--- config.mk ---
export PLATFORM = sky130hd
export DESIGN_NAME = conv3x3_win_mac8
export DESIGN_NICKNAME = d
export VERILOG_FILES = /design/src/rtl/conv3x3_win_mac8.sv
export SDC_FILE = /design/constraint.sdc
export NUM_CORES = 2
export LEC_CHECK = 0
export ABC_CLOCK_PERIOD_IN_PS = 5700
export BUFFER_PORTS_ARGS = -buffer_cell sky130_fd_sc_hd__buf_2
export CELL_PAD_IN_SITES_DETAIL_PLACEMENT = 1
export CELL_PAD_IN_SITES_GLOBAL_PLACEMENT = 2
export CORE_MARGIN = 3
export CORE_UTILIZATION = 41
export DETAILED_ROUTE_END_ITERATION = 8
export HOLD_SLACK_MARGIN = 0.12
export PLACE_DENSITY_LB_ADDON = 0.1
export SKIP_CTS_REPAIR_TIMING = 1
export SLEW_MARGIN = 20
export SYNTH_ARGS = -nofsm -noshare
export SYNTH_HDL_FRONTEND = slang
export SYNTH_SLANG_ARGS = --single-unit
export TNS_END_PERCENT = 1
--- constraint.sdc ---
create_clock -name clk -period 5.7 [get_ports clk]
set_clock_uncertainty 0.1 [all_clocks]
set_input_delay 1.14 -clock clk [delete_from_list [all_inputs] [get_ports clk]]
set_output_delay 1.14 -clock clk [all_outputs]
set_load 0.01 [all_outputs]
--- src/rtl/conv3x3_win_mac8.sv ---
// 3x3 window tracker and 8-channel int4 MAC: 72 products reduced to one 16-bit partial sum per window.
// Optional macro RELU_EN clamps negative sums to zero; default build outputs the raw signed sum.
module conv3x3_win_mac8 #(
  parameter int unsigned LEN1    = 16,
  parameter int unsigned LEN2    = 14,
  parameter int unsigned LEN3    = 28,
  parameter int unsigned LEN4    = 56,
  parameter int unsigned LEN5    = 112,
  parameter int unsigned LEN6    = 224,
  parameter int unsigned WIN_LAT = 1
) (
  input  logic         clk,
  input  logic         rst_n,
  input  logic [2:0]   sel,
  input  logic         frame_start,
  input  logic         pixel_valid,
  input  logic [35:0]  ifm_win3x3_0,
  input  logic [35:0]  ifm_win3x3_1,
  input  logic [35:0]  ifm_win3x3_2,
  input  logic [35:0]  ifm_win3x3_3,
  input  logic [35:0]  ifm_win3x3_4,
  input  logic [35:0]  ifm_win3x3_5,
  input  logic [35:0]  ifm_win3x3_6,
  input  logic [35:0]  ifm_win3x3_7,
  input  logic [287:0] wgt_in,
  input  logic         wgt_load,
  output logic         out_valid,
  output logic [15:0]  out_data,
  output logic         out_last,
  output logic         busy
);

  logic [7:0]  w_len;
  logic [7:0]  w_width, w_row, w_col;
  logic        w_accept, w_col_end, w_frame_end;
  logic        w_win_v, w_win_last;
  logic        w_s0_v, w_s0_last, w_dly_any;
  logic [35:0] w_act [8];

  logic [7:0]   r_row, r_col, r_width;
  logic         r_active;
  logic [287:0] r_wgt;

  logic              r_s1_v, r_s1_last;
  logic signed [8:0] r_s1_prod [8][9];
  logic signed [8:0] w_prod    [8][9];
  logic              r_s2_v, r_s2_last;
  logic [11:0]       r_s2_sum [8];
  logic [11:0]       w_ch_sum [8];
  logic [14:0]       w_sum, w_res;
  logic              r_out_valid, r_out_last;
  logic [15:0]       r_out_data;

  always_comb begin
    w_len = 8'd0;
    case (sel)
      3'd0:    w_len = 8'(LEN1);
      3'd1:    w_len = 8'(LEN2);
      3'd2:    w_len = 8'(LEN3);
      3'd3:    w_len = 8'(LEN4);
      3'd4:    w_len = 8'(LEN5);
      3'd5:    w_len = 8'(LEN6);
      default: w_len = 8'd0;
    endcase
  end

  // frame_start overrides the tracked position and width for the current pixel
  assign w_width     = frame_start ? w_len : r_width;
  assign w_row       = frame_start ? 8'd0 : r_row;
  assign w_col       = frame_start ? 8'd0 : r_col;
  assign w_accept    = pixel_valid && (frame_start ? (w_len != 8'd0) : r_active);
  assign w_col_end   = (w_col == w_width - 8'd1);
  assign w_frame_end = w_col_end && (w_row == w_width - 8'd1);
  assign w_win_v     = w_accept && (w_row >= 8'd2) && (w_col >= 8'd2);
  assign w_win_last  = w_win_v && w_frame_end;

  always_ff @(posedge clk or negedge rst_n) begin
    if (!rst_n) begin
      r_active <= 1'b0;
      r_row    <= 8'd0;
      r_col    <= 8'd0;
      r_width  <= 8'd0;
    end else if (pixel_valid && frame_start && (w_len == 8'd0)) begin
      r_active <= 1'b0;
      r_row    <= 8'd0;
      r_col    <= 8'd0;
      r_width  <= 8'd0;
    end else if (w_accept) begin
      r_width <= w_width;
      if (w_frame_end) begin
        r_active <= 1'b0;
        r_row    <= 8'd0;
        r_col    <= 8'd0;
      end else begin
        r_active <= 1'b1;
        if (w_col_end) begin
          r_col <= 8'd0;
          r_row <= w_row + 8'd1;
        end else begin
          r_col <= w_col + 8'd1;
          r_row <= w_row;
        end
      end
    end
  end

  generate
    if (WIN_LAT == 0) begin : g_nodly
      assign w_s0_v    = w_win_v;
      assign w_s0_last = w_win_last;
      assign w_dly_any = 1'b0;
    end else begin : g_dly
      logic [WIN_LAT-1:0] r_dly_v, r_dly_last;
      always_ff @(posedge clk or negedge rst_n) begin
        if (!rst_n) begin
          r_dly_v    <= '0;
          r_dly_last <= '0;
        end else begin
          r_dly_v[0]    <= w_win_v;
          r_dly_last[0] <= w_win_last;
          for (int i = 1; i < int'(WIN_LAT); i++) begin
            r_dly_v[i]    <= r_dly_v[i-1];
            r_dly_last[i] <= r_dly_last[i-1];
          end
        end
      end
      assign w_s0_v    = r_dly_v[WIN_LAT-1];
      assign w_s0_last = r_dly_last[WIN_LAT-1];
      assign w_dly_any = |r_dly_v;
    end
  endgenerate

  assign w_act[0] = ifm_win3x3_0;
  assign w_act[1] = ifm_win3x3_1;
  assign w_act[2] = ifm_win3x3_2;
  assign w_act[3] = ifm_win3x3_3;
  assign w_act[4] = ifm_win3x3_4;
  assign w_act[5] = ifm_win3x3_5;
  assign w_act[6] = ifm_win3x3_6;
  assign w_act[7] = ifm_win3x3_7;

  // Weights update on the same edge that S1 samples, so that window sees the old bank
  always_ff @(posedge clk or negedge rst_n) begin
    if (!rst_n) begin
      r_wgt <= '0;
    end else if (wgt_load) begin
      r_wgt <= wgt_in;
    end
  end

  always_comb begin
    for (int ch = 0; ch < 8; ch++) begin
      for (int k = 0; k < 9; k++) begin
        w_prod[ch][k] = $signed({5'b0, w_act[ch][4*k +: 4]}) *
                        $signed({{5{r_wgt[36*ch+4*k+3]}}, r_wgt[36*ch+4*k +: 4]});
      end
    end
  end

  always_comb begin
    for (int ch = 0; ch < 8; ch++) begin
      w_ch_sum[ch] = 12'd0;
      for (int k = 0; k < 9; k++) begin
        w_ch_sum[ch] = w_ch_sum[ch] + {{3{r_s1_prod[ch][k][8]}}, r_s1_prod[ch][k]};
      end
    end
  end

  always_comb begin
    w_sum = 15'd0;
    for (int ch = 0; ch < 8; ch++) begin
      w_sum = w_sum + {{3{r_s2_sum[ch][11]}}, r_s2_sum[ch]};
    end
  end

`ifdef RELU_EN
  assign w_res = w_sum[14] ? 15'd0 : w_sum;
`else
  assign w_res = w_sum;
`endif

  always_ff @(posedge clk or negedge rst_n) begin
    if (!rst_n) begin
      r_s1_v      <= 1'b0;
      r_s1_last   <= 1'b0;
      r_s2_v      <= 1'b0;
      r_s2_last   <= 1'b0;
      r_out_valid <= 1'b0;
      r_out_last  <= 1'b0;
      r_out_data  <= 16'd0;
      for (int ch = 0; ch < 8; ch++) begin
        r_s2_sum[ch] <= 12'd0;
        for (int k = 0; k < 9; k++) r_s1_prod[ch][k] <= 9'sd0;
      end
    end else begin
      r_s1_v      <= w_s0_v;
      r_s1_last   <= w_s0_last;
      r_s2_v      <= r_s1_v;
      r_s2_last   <= r_s1_last;
      r_out_valid <= r_s2_v;
      r_out_last  <= r_s2_v && r_s2_last;
      if (w_s0_v) begin
        for (int ch = 0; ch < 8; ch++) begin
          for (int k = 0; k < 9; k++) r_s1_prod[ch][k] <= w_prod[ch][k];
        end
      end
      if (r_s1_v) begin
        for (int ch = 0; ch < 8; ch++) r_s2_sum[ch] <= w_ch_sum[ch];
      end
      if (r_s2_v) r_out_data <= {w_res[14], w_res};
    end
  end

  assign out_valid = r_out_valid;
  assign out_data  = r_out_data;
  assign out_last  = r_out_last;
  assign busy      = r_active || w_dly_any || r_s1_v || r_s2_v;

endmodule

==> results.json <==
{
  "clock-sinks": 1080,
  "core_area_um2": 234000,
  "grt_pass1_vias": 74500,
  "grt_max_degree": 177,
  "drv_slew": 0,
  "area.growth.synth_to_final_pct": 12.3,
  "synth_commonest_cells": "inv_1 (2136), ha_1 (1340), dfrtp_1 (1080)",
  "numPortBuffers": 602,
  "yosysMostFrequentCell": "inv_1",
  "path_clk_slew_ns": 0.06,
  "cts_buffer_depth": 3,
  "worstSetupPathType": "reg2reg",
  "yosys_warnings": 0,
  "required_ns": 6.30,
  "syn-num-nets": 12400,
  "via_per_inst": 4.89,
  "rows": 177,
  "htree_levels": 4,
  "grt_pass1_wl_um": 420000,
  "numCtsBuffers": 147,
  "critPathCaptureType": "register",
  "setup_violations": 0,
  "cp.buffers_inverters": 4,
  "dpl_cell_area_um2": 103000,
  "status": "finished clean",
  "async_flop_share": 1.00,
  "slowest_stage": "fa_1",
  "hold_class": "in2async",
  "clk_latency_ns": 0.80,
  "finalNetCount": 13000,
  "yosys.area.top_type": "dfrtp_1",
  "drive_above_1_share": 0.146,
  "grt_usage": 0.220,
  "die_h_um": 492,
  "seq_area_frac_synth": 0.279,
  "start_util": 0.414,
  "arrival_ns": 5.69,
  "die-area_um2": 242000,
  "dp_hpwl_um": 214000,
  "yosysUniqueCellTypes": 83,
  "dr.pass1.iters": 5,
  "synth.area.top_cells": "dfrtp_1 (28%), fa_1 (20%), ha_1 (17%), inv_1 (8.3%), mux2_2 (6.5%)",
  "cts_root_buf": "clkbuf_16",
  "grt-busiest-layer": "met2",
  "drt_iter0_drc": 2224,
  "fp.dieW_um": 492,
  "min_period_ns": 5.09,
  "met2_usage": 0.383,
  "wirelength_um": 259000,
  "synth-seq-cells": 1080,
  "finalCritPeriodShare": 0.893,
  "antenna_left": 0,
  "crit_path_start_kind": "register",
  "drc": 0,
  "cp_top_family": "adder cells",
  "met1_usage": 0.290,
  "slew_headroom": 0.355,
  "crit_fanout": 2,
  "worst_pin_slew_ns": 0.968,
  "io-pin-count": 603,
  "met3_usage": 0.0284,
  "cpPeakStageDelay_ns": 0.60,
  "synth-main-ff-cell": "dfrtp_1",
  "avgSynthCellArea_um2": 10.2,
  "synthCells": 9477,
  "cp_cell_sequence": "inv_1 -> fa_1 -> inv_1 -> fa_1 -> fa_1 -> inv_1 -> fa_1 -> inv_1 -> ha_1 -> a21o_1 -> a21oi_1 -> o21ai_0 -> a21oi_1 -> o21ai_0 -> a31oi_1 -> or4b_2 -> o211ai_1",
  "gp_congestion": 0.829,
  "cts_tree": "built",
  "rsz0062_at_grt": "false",
  "routedWlPerCell_um": 19.4,
  "fin_area_um2": 109000,
  "synth-edff-count": 0,
  "antenna_found_initial": 20,
  "tns_ns": 0,
  "grt_overflow": 0,
  "hold_viol": 0,
  "cap_violations": 0,
  "netlist.area_leader.share": 0.279,
  "netlist_area_um2": 96700,
  "max_freq_ghz": 0.197,
  "vias": 65200
}
[final timing paths]
kind	startpoint	endpoint	slack [ns]	cells after the start
setup / recovery	r_s1_prod[84]$_DFFE_PN0P_	r_s2_sum[23]$_DFFE_PN0P_	0.61	17
hold / removal	rst_n	r_wgt[269]$_DFFE_PN0P_	0.21	1
setup reg to reg	r_s1_prod[84]$_DFFE_PN0P_	r_s2_sum[23]$_DFFE_PN0P_	0.61	17
hold reg to reg	r_s1_last$_DFF_PN0_	r_s2_last$_DFF_PN0_	0.25	0
max in group asynchronous	rst_n	g_dly.r_dly_v$_DFF_PN0_	4.02	2
min in group clk	r_s1_last$_DFF_PN0_	r_s2_last$_DFF_PN0_	0.25	0
[layout by cell type, fill, tap and decap left out, types with 6 or more instances in the layout]
cell type / n
clkbuf_1: 22
and2_1: 471
buf_4: 29
inv_6: 9
a21o_1: 177
clkbuf_16: 150
fa_1: 955
ha_1: 1340
o21bai_1: 74
o21a_1: 17
o22ai_1: 7
nor3_1: 24
o21ai_0: 443
nor4_1: 13
inv_1: 2135
nor2b_1: 16
a31oi_1: 20
nand3_1: 94
o31ai_1: 8
clkinv_4: 8
xor2_1: 25
bufinv_16: 19
clkbuf_8: 23
nand2b_1: 128
mux2i_1: 61
nand2_1: 673
buf_12: 16
mux2_2: 556
buf_2: 600
xnor2_1: 349
a21boi_0: 10
a21oi_1: 291
dfrtp_1: 1078
clkinv_2: 25
clkinvlp_4: 7
nor2_1: 218
or3_1: 13
o211ai_1: 8
nor3b_1: 6
[cell families (layout without fill, tap and decap cells)]
| logic type | after synthesis | count (layout) | share of synthesized area |
|---|---|---|---|
| compound gates | 1099 | 1099 | 0.0675 |
| xor+xnor | 378 | 378 | 0.0347 |
| fa+ha+maj | 2295 | 2295 | 0.371 |
| buf+inv | 2320 | 3051 | 0.0905 |
| flops | 1080 | 1080 | 0.279 |
| mux | 618 | 618 | 0.0712 |
| other cells | 0 | 5 | 0 |
| simple gates | 1687 | 1687 | 0.0856 |
[through the flow]
step / setup WS, ns / util / std cells / hold slack, ns
final: 0.611 / 0.465 / 13300 / 0.209
after global routing: 0.315 / 0.465 / 13300 / 0.186
after CTS: 0.614 / 0.465 / 13300 / 0.182
after detailed placement: 0.669 / 0.443 / 13100 / 0.236
after global placement: 0.615 / 0.443 / 13100 / 0.234
after floorplan: 0.992 / - / 9477 / 0.231
[sequential cells by signal (all words and copies together), names as in the netlist]
signal and flops:
out_last 1, r_s2_v 1, out_data 15, r_s2_sum 96, out_valid 1, r_col 8
r_wgt 288, r_row 8, r_active 1, r_s2_last 1, g_dly.r_dly_last 1, r_s1_prod 648
r_width 8, r_s1_last 1, g_dly.r_dly_v 1, r_s1_v 1
[area by class of cell]
| type | count | area, µm² |
|---|---|---|
| Inverter | 2138 | 8030 |
| Sequential cell | 1080 | 27000 |
| Clock buffer | 195 | 4150 |
| Multi-Input combinational cell | 6077 | 60900 |
| Tap cell | 3132 | 3920 |
| Fill cell | 26000 | 125000 |
| Timing Repair Buffer | 647 | 3570 |
| Clock inverter | 71 | 946 |
| Antenna cell | 5 | 12.5 |
[routing by layer]
metal	share of wire	wire, µm
met5	0.00033	85
met4	0.023	5980
met3	0.028	7300
met2	0.49	128000
met1	0.45	117000
[worst register-to-register path: stages, from the launching register on]
cell and delay [ns]:
dfrtp_1 0.32, inv_1 0.06, fa_1 0.53, inv_1 0.05
fa_1 0.51, fa_1 0.55, inv_1 0.05, fa_1 0.60
inv_1 0.07, ha_1 0.28, a21o_1 0.17, a21oi_1 0.24
o21ai_0 0.11, a21oi_1 0.23, o21ai_0 0.16, a31oi_1 0.26
or4b_2 0.60, o211ai_1 0.10
Power is not shown: default switching activity piles up to over one toggle a cycle in this logic, so the estimate is an artifact.
